===== src/rtl/fifo_wr_arbiter.sv =====
// Round-robin arbiter sharing the async FIFO write port among NREQ producers.
// A grant lasts one packet, capped by MAX_BURST words or TIMEOUT idle cycles.
module fifo_wr_arbiter #(
  parameter int NREQ      = 4,
  parameter int DATASIZE  = 8,
  parameter int MAX_BURST = 16,
  parameter int TIMEOUT   = 8
) (
  input  logic                     wclk,
  input  logic                     wrst_n,
  input  logic [NREQ-1:0]          req_valid,
  input  logic [NREQ-1:0]          req_last,
  input  logic [NREQ*DATASIZE-1:0] req_data,
  output logic [NREQ-1:0]          req_ready,
  input  logic                     wfull,
  output logic                     winc,
  output logic [DATASIZE-1:0]      wdata,
  output logic [$clog2(NREQ)-1:0]  grant_id,
  output logic                     busy
);

  localparam int GW = $clog2(NREQ);
  localparam int BW = (MAX_BURST > 1) ? $clog2(MAX_BURST) : 1;
  localparam int IW = (TIMEOUT > 1) ? $clog2(TIMEOUT) : 1;
  localparam logic [BW-1:0] BURST_LAST = BW'(MAX_BURST - 1);
  localparam logic [IW-1:0] IDLE_LAST  = IW'(TIMEOUT - 1);

  typedef enum logic {
    IDLE  = 1'b0,
    GRANT = 1'b1
  } state_t;

  state_t          state_r;
  logic [GW-1:0]   grant_r;
  logic [GW-1:0]   last_ptr_r;
  logic [BW-1:0]   burst_cnt_r;
  logic [IW-1:0]   idle_cnt_r;
  logic            busy_r;

  logic            pick_ok_s;
  logic [GW-1:0]   pick_id_s;
  logic            fire_s;
  logic            idle_s;
  logic            rel_s;

  // Handshake qualifiers for the current grantee; idle cycles ignore wfull stalls
  assign fire_s = (state_r == GRANT) & req_valid[grant_r] & ~wfull;
  assign idle_s = (state_r == GRANT) & ~req_valid[grant_r] & ~wfull;
  assign rel_s  = (fire_s & (req_last[grant_r] | (burst_cnt_r == BURST_LAST)))
                | (idle_s & (idle_cnt_r == IDLE_LAST));

  assign grant_id = grant_r;
  assign busy     = busy_r;

  // Round-robin search starting just after the last released requester
  always_comb begin : rr_pick
    logic [GW-1:0] idx_v;
    idx_v     = '0;
    pick_ok_s = 1'b0;
    pick_id_s = '0;
    for (int i = 1; i <= NREQ; i++) begin
      idx_v = GW'((int'(last_ptr_r) + i) % NREQ);
      if (!pick_ok_s && req_valid[idx_v]) begin
        pick_ok_s = 1'b1;
        pick_id_s = idx_v;
      end else begin
        pick_ok_s = pick_ok_s;
      end
    end
  end

  // Write-port mux; ready and winc follow wfull combinationally so no word is lost
  always_comb begin
    req_ready = '0;
    winc      = 1'b0;
    wdata     = '0;
    if (state_r == GRANT) begin
      req_ready[grant_r] = ~wfull;
      winc               = fire_s;
      wdata              = req_data[int'(grant_r)*DATASIZE +: DATASIZE];
    end else begin
      req_ready = '0;
    end
  end

  // Grant FSM with burst and idle-timeout counters
  always_ff @(posedge wclk or negedge wrst_n) begin
    if (!wrst_n) begin
      state_r     <= IDLE;
      grant_r     <= '0;
      last_ptr_r  <= GW'(NREQ - 1);
      burst_cnt_r <= '0;
      idle_cnt_r  <= '0;
      busy_r      <= 1'b0;
    end else begin
      case (state_r)
        IDLE: begin
          if (pick_ok_s) begin
            state_r     <= GRANT;
            grant_r     <= pick_id_s;
            busy_r      <= 1'b1;
            burst_cnt_r <= '0;
            idle_cnt_r  <= '0;
          end
        end
        GRANT: begin
          if (rel_s) begin
            state_r    <= IDLE;
            busy_r     <= 1'b0;
            last_ptr_r <= grant_r;
          end
          if (fire_s) begin
            burst_cnt_r <= burst_cnt_r + BW'(1);
            idle_cnt_r  <= '0;
          end else if (idle_s) begin
            idle_cnt_r <= idle_cnt_r + IW'(1);
          end
        end
        default: begin
          state_r <= IDLE;
          busy_r  <= 1'b0;
        end
      endcase
    end
  end

endmodule


===== config.mk =====
export PLATFORM = sky130hd
export DESIGN_NAME = fifo_wr_arbiter
export DESIGN_NICKNAME = d
export VERILOG_FILES = /design/src/rtl/fifo_wr_arbiter.sv
export SDC_FILE = /design/constraint.sdc
export NUM_CORES = 1
export LEC_CHECK = 0
export ABC_CLOCK_PERIOD_IN_PS = 4600
export CAP_MARGIN = 20
export CORE_ASPECT_RATIO = 1.1
export CORE_MARGIN = 2
export CORE_UTILIZATION = 43
export CTS_BUF_LIST = sky130_fd_sc_hd__clkbuf_8
export DETAILED_ROUTE_END_ITERATION = 8
export PLACE_DENSITY = 0.95
export REMOVE_ABC_BUFFERS = 1
export SLEW_MARGIN = 20
export SYNTH_ARGS = -nofsm -noshare
export SYNTH_HDL_FRONTEND = slang
export SYNTH_SLANG_ARGS = --single-unit

===== constraint.sdc =====
create_clock -name wclk -period 4.6 [get_ports wclk]
set_clock_uncertainty 0.2 [all_clocks]
set_input_delay 0.92 -clock wclk [delete_from_list [all_inputs] [get_ports wclk]]
set_output_delay 0.92 -clock wclk [all_outputs]
set_load 0.02 [all_outputs]

==> run_summary.xml <==
<?xml version="1.0" encoding="UTF-8"?>
<metrics>
  <group name="global_routing">
    <metric name="grt_antenna_before_repair" unit="">0</metric>
    <metric name="groute.usage.overall" unit="">0.2547</metric>
    <metric name="grt_overflow" unit="">0</metric>
    <metric name="via_count_of_the_first_global_routing_pass" unit="">1182</metric>
    <metric name="grt_max_degree" unit="">21</metric>
    <metric name="first_pass_grt_wire_length" unit="mm">5.575</metric>
  </group>
  <group name="critical_path">
    <metric name="crit_path_frequent_cell" unit="">sky130_fd_sc_hd__clkdlybuf4s50_1</metric>
    <metric name="worst_ep_required_time" unit="ns">3.48</metric>
    <metric name="path_cells" unit="">clkdlybuf4s50_1, mux4_2, nand2_1, inv_1, clkdlybuf4s50_1</metric>
    <metric name="setup.worst_path.class" unit="">primary input to output port</metric>
    <metric name="crit_path_end_kind" unit="">output port</metric>
    <metric name="cell_type_group_with_the_largest_total_delay_on_the_critical_path" unit="">buffers and inverters</metric>
    <metric name="cp.buffers_inverters" unit="">3</metric>
    <metric name="r2r_setup_slack" unit="ns">2.22</metric>
    <metric name="crit_path_start_kind" unit="">primary input</metric>
    <metric name="critical-path-slowest-cell" unit="">sky130_fd_sc_hd__mux4_2</metric>
    <metric name="worstPathArrival" unit="ns">2.84</metric>
    <metric name="path_max_fanout" unit="">7</metric>
    <metric name="critical-path-max-stage-delay" unit="ns">0.58</metric>
  </group>
  <group name="outcome">
    <metric name="status" unit="">finished, final reports clean</metric>
  </group>
  <group name="power_and_ir_drop">
    <metric name="power.total" unit="mW">0.9017</metric>
    <metric name="vdd_ir_drop_max" unit="uV">403.6</metric>
    <metric name="p_leak" unit="nW">0.6696</metric>
    <metric name="powerDensity" unit="mW/mm^2">535.0</metric>
  </group>
  <group name="cts">
    <metric name="cts_tree" unit="">built</metric>
    <metric name="htreeDepth" unit="">1</metric>
    <metric name="cts.clk_slew.worst_paths" unit="ns">0.06</metric>
    <metric name="max-clock-path-buffers" unit="">2</metric>
    <metric name="cts_resized" unit="">0</metric>
    <metric name="cts_hold_buffers" unit="">0</metric>
    <metric name="total_cts_buffers" unit="">3</metric>
    <metric name="postCtsSetupBuffers" unit="">0</metric>
    <metric name="clkLatencyLatePin" unit="ns">0.24</metric>
    <metric name="cts.sinks" unit="">13</metric>
    <metric name="clock_tree.root_cell" unit="">sky130_fd_sc_hd__clkbuf_8</metric>
  </group>
  <group name="place">
    <metric name="routabilityCongestion" unit="">0.9279</metric>
    <metric name="io_buffer_count" unit="">58</metric>
    <metric name="post-dp-hpwl" unit="mm">2.480</metric>
  </group>
  <group name="drt">
    <metric name="firstDrtPassIters" unit="">4</metric>
    <metric name="detailroute.via_count" unit="">1112</metric>
    <metric name="drt_wl_total" unit="mm">3.264</metric>
    <metric name="detail-route-antenna-nets" unit="">0</metric>
    <metric name="detail_route.wl_per_cell" unit="um">16.91</metric>
    <metric name="drc_errors" unit="">0</metric>
    <metric name="vias_per_std_cell" unit="">5.762</metric>
    <metric name="initial_drt_markers" unit="">29</metric>
  </group>
  <group name="sta">
    <metric name="period_needed" unit="ns">3.962</metric>
    <metric name="max_slew.worst_pin.slew" unit="ns">0.7804</metric>
    <metric name="max_freq" unit="MHz">252.4</metric>
    <metric name="final.setup.tns" unit="ns">0</metric>
    <metric name="setup_viol" unit="">0</metric>
    <metric name="rsz0062_at_grt" unit="">false</metric>
    <metric name="hold_viol_final" unit="">0</metric>
    <metric name="share_of_the_cycle_needed_by_the_critical_path_after_routing" unit="">0.8613</metric>
    <metric name="final-max-slew-violation-count" unit="">0</metric>
    <metric name="slew-limit-headroom" unit="">0.4798</metric>
  </group>
  <group name="floorplanning">
    <metric name="pin_count" unit="">59</metric>
    <metric name="chipWidth" unit="um">51.22</metric>
    <metric name="starting_density_of_the_core" unit="">0.4592</metric>
    <metric name="die_y" unit="um">55.95</metric>
    <metric name="core_area" unit="mm^2">0.002297</metric>
    <metric name="die_area" unit="mm^2">0.002866</metric>
    <metric name="num_rows" unit="">18</metric>
  </group>
  <group name="job">
    <metric name="maxCapViolations" unit="">0</metric>
  </group>
  <group name="logic_synthesis">
    <metric name="yosysWarningCount" unit="">0</metric>
    <metric name="synth_top_flop_cell" unit="">sky130_fd_sc_hd__dfrtp_1</metric>
    <metric name="asyncSetResetFlopFracSynth" unit="">1.000</metric>
    <metric name="ys_seq_elements" unit="">13</metric>
    <metric name="syn-mean-instance-area" unit="um^2">9.858</metric>
    <metric name="number_of_enable_flip_flop_cells_after_synthesis" unit="">0</metric>
    <metric name="syn_area" unit="mm^2">0.001055</metric>
    <metric name="post_synth_inst_count" unit="">107</metric>
    <metric name="synth.lib_cells_used.distinct" unit="">37</metric>
    <metric name="synth-seq-area-share" unit="">0.3108</metric>
  </group>
  <group name="cells_and_area">
    <metric name="layout.cells.most_common" unit="">sky130_fd_sc_hd__clkdlybuf4s50_1</metric>
    <metric name="design.final.nets" unit="">210</metric>
    <metric name="fill_cells" unit="">190</metric>
    <metric name="antennaDiodeCount" unit="">0</metric>
    <metric name="commonest_cells_after_routing_fill_and_taps_aside" unit="">sky130_fd_sc_hd__clkdlybuf4s50_1 (58), sky130_fd_sc_hd__dfrtp_1 (11), sky130_fd_sc_hd__nand2_1 (10), sky130_fd_sc_hd__mux4_2 (9), sky130_fd_sc_hd__o21ai_0 (9)</metric>
    <metric name="areaGrowthSynthToFinish" unit="%">59.79</metric>
    <metric name="post_route_cells_drive_above_1_share" unit="">0.1227</metric>
  </group>
  <group name="worst_hold_path">
    <metric name="holdCritPathClass" unit="">register to register</metric>
  </group>
</metrics>
[cell usage after synthesis (2+ instances only)]
cell type	n	area, um^2
sky130_fd_sc_hd__dfrtp_1	11	275.3
sky130_fd_sc_hd__nand2_1	10	37.54
sky130_fd_sc_hd__mux4_2	9	202.7
sky130_fd_sc_hd__o21ai_0	9	45.04
sky130_fd_sc_hd__and2_1	8	50.05
sky130_fd_sc_hd__nand3_1	8	40.04
sky130_fd_sc_hd__inv_1	5	18.77
sky130_fd_sc_hd__nor2_1	5	18.77
sky130_fd_sc_hd__nand2b_1	4	25.02
sky130_fd_sc_hd__a21oi_1	3	15.01
sky130_fd_sc_hd__ha_1	3	37.54
sky130_fd_sc_hd__and3_1	2	12.51
sky130_fd_sc_hd__buf_2	2	10.01
sky130_fd_sc_hd__clkbuf_1	2	7.510
sky130_fd_sc_hd__dfstp_2	2	52.55
sky130_fd_sc_hd__mux2_4	2	30.03
sky130_fd_sc_hd__nor4_1	2	12.51
[where the power goes]
part	leakage, nW	total (mW)	switching (mW)	internal [mW]
clock	0.0269	0.0992	0.0403	0.0589
sequential	0.159	0.264	0.101	0.164
combinational	0.484	0.538	0.232	0.306
[per-stage QoR]
| step | hold slack (ns) | instance area (um^2) | setup slack (ns) | std cells | utilization |
|---|---|---|---|---|---|
| 2_1_floorplan | 0.2530 | 1022 | 1.730 | 101 | - |
| 3_3_place_gp | 0.2819 | 1640 | 0.7070 | 189 | 0.7141 |
| 3_5_place_dp | 0.2961 | 1640 | 0.6687 | 189 | 0.7141 |
| 4_1_cts | 0.3060 | 1685 | 0.6473 | 193 | 0.7337 |
| 5_1_grt | 0.3196 | 1685 | 0.5541 | 193 | 0.7337 |
| 6_report | 0.3055 | 1685 | 0.6382 | 193 | 0.7337 |
[routing by layer]
layer,GRT usage,part of all wire,routed length [um],vias to the layer above
li1,-,-,-,514
met1,0.2792,0.37,1195,533
met2,0.4620,0.53,1726,53
met3,0.05645,0.069,224,12
met4,0.1053,0.036,118,0
met5,0,0,0,-
[final cells by class]
| cell class | instances | area (um^2) | area share |
|---|---|---|---|
| well taps | 30 | 37.54 | 0.02227 |
| multi-input cells | 83 | 675.6 | 0.4009 |
| repair buffers | 58 | 580.6 | 0.3445 |
| inverters | 5 | 18.77 | 0.01114 |
| flip-flops and latches | 13 | 327.8 | 0.1945 |
| clock buffers | 3 | 41.29 | 0.02450 |
| clock inverters | 1 | 3.754 | 0.002227 |
[final timing paths]
kind,cells past startpoint,start,end
max in group asynchronous,1,wrst_n,last_ptr_r[0]
min in group asynchronous,1,wrst_n,burst_cnt_r[1]
worst min register to register,2,busy,busy
worst max register to register,4,grant_id[0],last_ptr_r[0]
worst min-delay path,2,busy,busy
worst max-delay path,5,req_valid[1],winc
[tightest hold or removal path, cell delays in order, from the launching register on]
cell	delay, ns
sky130_fd_sc_hd__dfrtp_1	0.35
sky130_fd_sc_hd__nor2_1	0.05
sky130_fd_sc_hd__nor2_1	0.07
[cells by family (layout without fill, tap and decap cells)]
kind of cell,Yosys count,after routing,synth area share
and+or+nand+nor,44,44,0.2218
AOI/OAI and AO/OA,23,23,0.1447
DFF,13,13,0.3108
muxes,12,12,0.2301
buffers and inverters,11,67,0.04864
adders and majority gates,3,3,0.03559
xor gates and xnor gates,1,1,0.008305
[registers in the layout, indices dropped and copies added (netlist names)]
register	count
state_r	1
last_ptr_r	2
busy	1
grant_id	2
burst_cnt_r	4
idle_cnt_r	3
Note: power is estimated with default switching activity, not from simulation.
